===== src/rtl/div_16_seq.sv =====
// Sequential restoring divider: one quotient bit per clock, start/busy/done handshake.
// Define DIV_SIGNED_EN for two's-complement operands (magnitude core, sign fix-up on completion).
module div_16_seq #(
  parameter int WIDTH = 16
) (
  input  logic             clk,
  input  logic             rst_n,
  input  logic             start,
  input  logic [WIDTH-1:0] a,
  input  logic [WIDTH-1:0] b,
  output logic             busy,
  output logic             done,
  output logic [WIDTH-1:0] quo,
  output logic [WIDTH-1:0] rem,
  output logic             div_by_zero
);

  localparam int CW = $clog2(WIDTH + 1);

  typedef enum logic {IDLE, RUN} state_e;

  state_e           state_q, state_d;
  logic [CW-1:0]    cnt_q, cnt_d;
  logic [WIDTH-1:0] prem_q, prem_d;
  logic [WIDTH-1:0] dvd_q, dvd_d;
  logic [WIDTH-1:0] dvs_q, dvs_d;
  logic             pend_q, pend_d;
  logic             busy_q, busy_d;
  logic             done_q, done_d;
  logic [WIDTH-1:0] quo_q, quo_d;
  logic [WIDTH-1:0] rem_q, rem_d;
  logic             dbz_q, dbz_d;

  logic [WIDTH-1:0] a_mag, b_mag;
  logic [WIDTH:0]   shifted, diff;
  logic [WIDTH-1:0] step_prem, step_quo;
  logic [WIDTH-1:0] fin_quo, fin_rem;

  // The stored remainder is always < divisor, so WIDTH bits suffice; the
  // shifted trial value carries the extra bit whose borrow decides the quotient bit.
  assign shifted   = {prem_q, dvd_q[WIDTH-1]};
  assign diff      = shifted - {1'b0, dvs_q};
  assign step_prem = diff[WIDTH] ? shifted[WIDTH-1:0] : diff[WIDTH-1:0];
  assign step_quo  = {dvd_q[WIDTH-2:0], ~diff[WIDTH]};

`ifdef DIV_SIGNED_EN
  logic negq_q, negq_d;
  logic negr_q, negr_d;

  assign a_mag   = a[WIDTH-1] ? -a : a;
  assign b_mag   = b[WIDTH-1] ? -b : b;
  assign fin_quo = negq_q ? -step_quo : step_quo;
  assign fin_rem = negr_q ? -step_prem : step_prem;

  always_ff @(posedge clk or negedge rst_n) begin
    if (!rst_n) begin
      negq_q <= 1'b0;
      negr_q <= 1'b0;
    end else begin
      negq_q <= negq_d;
      negr_q <= negr_d;
    end
  end
`else
  assign a_mag   = a;
  assign b_mag   = b;
  assign fin_quo = step_quo;
  assign fin_rem = step_prem;
`endif

  always_comb begin
    state_d = state_q;
    cnt_d   = cnt_q;
    prem_d  = prem_q;
    dvd_d   = dvd_q;
    dvs_d   = dvs_q;
    pend_d  = 1'b0;
    busy_d  = busy_q;
    done_d  = 1'b0;
    quo_d   = quo_q;
    rem_d   = rem_q;
    dbz_d   = dbz_q;
`ifdef DIV_SIGNED_EN
    negq_d  = negq_q;
    negr_d  = negr_q;
`endif
    case (state_q)
      IDLE: begin
        // A zero divisor parks the raw dividend for one cycle, then reports.
        if (pend_q) begin
          done_d = 1'b1;
          dbz_d  = 1'b1;
          quo_d  = '1;
          rem_d  = dvd_q;
        end else if (start) begin
          if (b == '0) begin
            pend_d = 1'b1;
            dvd_d  = a;
          end else begin
            state_d = RUN;
            busy_d  = 1'b1;
            cnt_d   = CW'(WIDTH);
            prem_d  = '0;
            dvd_d   = a_mag;
            dvs_d   = b_mag;
`ifdef DIV_SIGNED_EN
            negq_d  = a[WIDTH-1] ^ b[WIDTH-1];
            negr_d  = a[WIDTH-1];
`endif
          end
        end
      end
      RUN: begin
        prem_d = step_prem;
        dvd_d  = step_quo;
        cnt_d  = cnt_q - CW'(1);
        if (cnt_q == CW'(1)) begin
          state_d = IDLE;
          busy_d  = 1'b0;
          done_d  = 1'b1;
          quo_d   = fin_quo;
          rem_d   = fin_rem;
          dbz_d   = 1'b0;
        end
      end
      default: state_d = IDLE;
    endcase
  end

  always_ff @(posedge clk or negedge rst_n) begin
    if (!rst_n) begin
      state_q <= IDLE;
      cnt_q   <= '0;
      prem_q  <= '0;
      dvd_q   <= '0;
      dvs_q   <= '0;
      pend_q  <= 1'b0;
      busy_q  <= 1'b0;
      done_q  <= 1'b0;
      quo_q   <= '0;
      rem_q   <= '0;
      dbz_q   <= 1'b0;
    end else begin
      state_q <= state_d;
      cnt_q   <= cnt_d;
      prem_q  <= prem_d;
      dvd_q   <= dvd_d;
      dvs_q   <= dvs_d;
      pend_q  <= pend_d;
      busy_q  <= busy_d;
      done_q  <= done_d;
      quo_q   <= quo_d;
      rem_q   <= rem_d;
      dbz_q   <= dbz_d;
    end
  end

  assign busy        = busy_q;
  assign done        = done_q;
  assign quo         = quo_q;
  assign rem         = rem_q;
  assign div_by_zero = dbz_q;

endmodule


===== config.mk =====
export PLATFORM = sky130hd
export DESIGN_NAME = div_16_seq
export DESIGN_NICKNAME = d
export VERILOG_FILES = /design/src/rtl/div_16_seq.sv
export SDC_FILE = /design/constraint.sdc
export NUM_CORES = 1
export LEC_CHECK = 0
export BUFFER_PORTS_ARGS = -buffer_cell sky130_fd_sc_hd__buf_2
export CAP_MARGIN = 30
export CORE_ASPECT_RATIO = 1.25
export CORE_MARGIN = 2
export CORE_UTILIZATION = 51
export CTS_CLUSTER_SIZE = 14
export DETAILED_ROUTE_END_ITERATION = 8
export PLACE_DENSITY = 0.77
export RECOVER_POWER = 25
export SYNTH_ARGS = -nofsm -noshare
export SYNTH_HDL_FRONTEND = slang
export SYNTH_SLANG_ARGS = --single-unit

===== constraint.sdc =====
create_clock -name clk -period 3.1 [get_ports clk]
set_input_delay 0.62 -clock clk [delete_from_list [all_inputs] [get_ports clk]]
set_output_delay 0.62 -clock clk [all_outputs]
set_load 0.01 [all_outputs]

==> results summary <==
The number of DRC markers after the initial detailed-route iteration came out at 340. The total congestion overflow after global routing is 0. Setup violations remaining at the end of the flow were counted as 0.

Dividing the synthesized area by the synthesized cell count gives 9.41 um2. After detailed routing, the number of vias per cell comes to 5.80. Ranked by total cell area, the synthesized netlist is headed by sky130_fd_sc_hd__dfrtp_1 46%, sky130_fd_sc_hd__nand2_1 6.8%, sky130_fd_sc_hd__mux2i_1 5.3%. The die outline width is 91.7 um. The height of the die came out at 114 um. The number of ports placed on the die boundary came out at 70.

The area growth from synthesis to final layout came out at 16.8%. The placeable core region is 9460 um2. The maximum net fanout on the critical path came out at 5. The insertion delay of the later-clocked pin in the worst-skew pair is 0.34 ns. The transition time at the pin with the least slew margin came out at 2.15 ns.

The count of nets left with antenna violations after detail routing is 0. The nature of the critical path startpoint is a flip-flop. The area fraction of the dominant cell type after synthesis is 0.460. Of all flip-flops after synthesis, the portion carrying an async set or reset was 1.00. The clock passes through at most 2 buffers. The number of antenna diodes came out at 0. The routed via count is 4163.

The worst setup path startpoint is dvd_q[15]. Yosys mapped a number of flops with a built-in enable equal to 0. For this run, the post-layout net count is 641. The synthesized flop and latch total came out at 90.

TritonCTS built the clock tree. The clock net in this run drives a total of 90 sinks. Data arrives at the worst endpoint at 3.26 ns. The number of buffers created by CTS is 9.

The ratio of cells with drive above 1 in the final layout is 0.221. The number of endpoints with negative hold slack in the final report is 0. The detailed-placement wirelength estimate came out at 8.67 mm. Dividing the final minimum period by the clock period gives 0.986. VDD sags by at most 0.000564 V. The global routing usage summed across all routing layers is 0.236.

The flow ran to the end, but the final reports show violations. The placement-stage worst setup slack came out at 0.00986 ns. In this run the core area contains 40 standard-cell rows. The number of global-route vias before repair is 4018.

The required time of the critical path came out at 3.30 ns. For this design the static power due to leakage is 2.75 nW. The final RePlAce weighted congestion came out at 0.938. Input and output buffers added on the ports amount to 69.

The number of nets in the synthesized netlist is 575. The portion of the post-synthesis area used by sequential elements came out at 0.460. The pin count of the biggest net entering global routing came out at 52. The final critical path time including I/O delays and setup is 3.06 ns. The number of antenna violations at the first check in global routing came out at 0.

The critical path is of the flip-flop to flip-flop type. The post-detailed-routing wire length is 12.0 mm. The initial cell density of the core is 0.518. In the synthesized netlist, the number of instances is 521. The largest total area in the synthesized netlist belongs to sky130_fd_sc_hd__dfrtp_1. The checks that failed: capacitance limit, slew limit. In this run the critical register-to-register path is launched from dvd_q[15]. The number of cells traversed by the worst register-to-register path is 11. The reported max-cap violation count came out at 1. Across the routed clock network, the largest skew measured is 0.00525 ns. The minimum setup slack in the final design is 0.0424 ns.

The setup TNS after final layout is 0 ns. The power density over the cells is 1390 nW/um2. The area enclosed by the die boundary came out at 10400 um2. The wire length of the first global-routing pass came out at 19.4 mm.

During synthesis, Yosys emitted a total of 0 warnings. Clock-pin slew was measured on the worst setup and hold paths at 0.06 ns. The pre-antenna-repair detailed-routing pass consisted of 5 iterations.

The worst-case hold slack came out at 0.489 ns. The netlist area before placement is 4900 um2. The worst hold-check path type is flip-flop to flip-flop. Among all flip-flop cells after synthesis, the most frequent one is sky130_fd_sc_hd__dfrtp_1. The clock root buffer is sky130_fd_sc_hd__clkbuf_16. Leaving out fill and tap cells, the most frequent cells in the layout are 90 x sky130_fd_sc_hd__dfrtp_1, 89 x sky130_fd_sc_hd__nand2_1, 68 x sky130_fd_sc_hd__buf_2, 50 x sky130_fd_sc_hd__o21ai_0, 27 x sky130_fd_sc_hd__a21oi_1. The average routed wire per standard cell is 16.7 um. The worst slew margin relative to its limit is -0.430. Leaving out fill and tap cells, the most frequent cell in the layout is sky130_fd_sc_hd__dfrtp_1. The number of instances on the worst hold path came out at 2. Based on the critical path, the design can be clocked at up to 0.327 GHz. The final-report max-slew violation count is 40. Synthesis instantiated 52 different standard cells from the library. The detailed-route DRC error count is 0. The total power after layout is 7.97 mW.

The startpoint of the worst hold path is div_by_zero. The CTS H-tree depth came out at 3. The worst setup path is captured at a flip-flop.

The cts-stage hold buffer count came out at 0.
==> path summary, 6_finish.rpt <==
check | end | slack (ns)
setup / recovery | rem[3] | 0.04
hold / removal | div_by_zero | 0.49
setup reg to reg | rem[3] | 0.04
hold reg to reg | div_by_zero | 0.49
max in group asynchronous | dvs_q[14] | 0.97
min in group asynchronous | rem[2] | 0.90
==> critical path, stage by stage (launching register included) <==
cell                       delay [ns]
sky130_fd_sc_hd__dfrtp_1         0.40
sky130_fd_sc_hd__inv_1           0.09
sky130_fd_sc_hd__ha_1            0.17
sky130_fd_sc_hd__inv_1           0.06
sky130_fd_sc_hd__fa_2            0.37
sky130_fd_sc_hd__a211oi_2        0.30
sky130_fd_sc_hd__o21ai_2         0.11
sky130_fd_sc_hd__o311a_4         0.41
sky130_fd_sc_hd__or2_2           0.28
sky130_fd_sc_hd__and3_1          0.15
sky130_fd_sc_hd__o41ai_1         0.40
sky130_fd_sc_hd__o311ai_1        0.17
==> where the power goes <==
part | internal (mW) | switching, mW | leakage (nW) | total (mW)
Sequential | 1.78 | 0.522 | 1.09 | 2.30
Clock | 0.622 | 0.451 | 0.136 | 1.07
Combinational | 2.01 | 2.59 | 1.53 | 4.60
==> cell usage after synthesis, types with 7 or more instances <==
cell / count
sky130_fd_sc_hd__o21ai_1: 9
sky130_fd_sc_hd__nand3_1: 13
sky130_fd_sc_hd__xnor2_1: 10
sky130_fd_sc_hd__dfrtp_1: 90
sky130_fd_sc_hd__clkbuf_1: 20
sky130_fd_sc_hd__mux2_2: 18
sky130_fd_sc_hd__nor2_1: 19
sky130_fd_sc_hd__mux2i_1: 26
sky130_fd_sc_hd__a21oi_1: 27
sky130_fd_sc_hd__o21ai_0: 50
sky130_fd_sc_hd__inv_1: 25
sky130_fd_sc_hd__o22ai_1: 7
sky130_fd_sc_hd__nand2_1: 89
sky130_fd_sc_hd__ha_1: 18
==> sequential cells by signal (all words and copies together), names as in the netlist, 5 cells and up <==
name	cells
dvs_q	16
rem	16
prem_q	16
cnt_q	5
dvd_q	16
quo	16
==> layer usage <==
metal / track usage / up-vias / wire length [um]
li1: - / 1978 / -
met1: 0.309 / 2031 / 5240
met2: 0.397 / 131 / 5900
met3: 0.0410 / 23 / 627
met4: 0.0859 / 0 / 254
met5: 0 / - / 0
==> area by class of cell <==
type	count	area, um2
inverters	25	93.8
clock buffers	11	233
clock inverters	5	55.1
fillers	832	3740
well taps	126	158
repair buffers	85	477
flip-flops and latches	90	2250
multi-input cells	376	2450
==> per-stage QoR <==
step,util,area (um2),cells
finish,0.605,5720,718
global route,0.605,5720,718
CTS,0.599,5670,714
detailed placement,0.569,5380,698
global placement,0.569,5380,698
floorplan,-,4900,521
==> timing repair <==
item | 4_1_cts | 5_1_grt
buffers inserted | 0 | 3
endpoints found under the setup margin | 1 | 27
resized for setup | 1 | 7
pin swaps | 0 | 5
cloned | 0 | 1
endpoints found under the hold margin | 0 | 0
==> logic make-up (layout without fill, tap and decap cells) <==
logic type               count (synthesis)  count (layout)  share of synthesized area
AND/OR/NAND/NOR                        159             160                      0.146
XOR/XNOR                                13              13                     0.0232
buffers and inverters                   56             126                     0.0485
multiplexers                            44              44                     0.0945
AO/OA/AOI/OAI                          140             140                      0.179
flip-flops                              90              90                      0.460
adder cells (fa/ha/maj)                 19              19                     0.0500
Note: power is estimated with default switching activity, not from simulation.
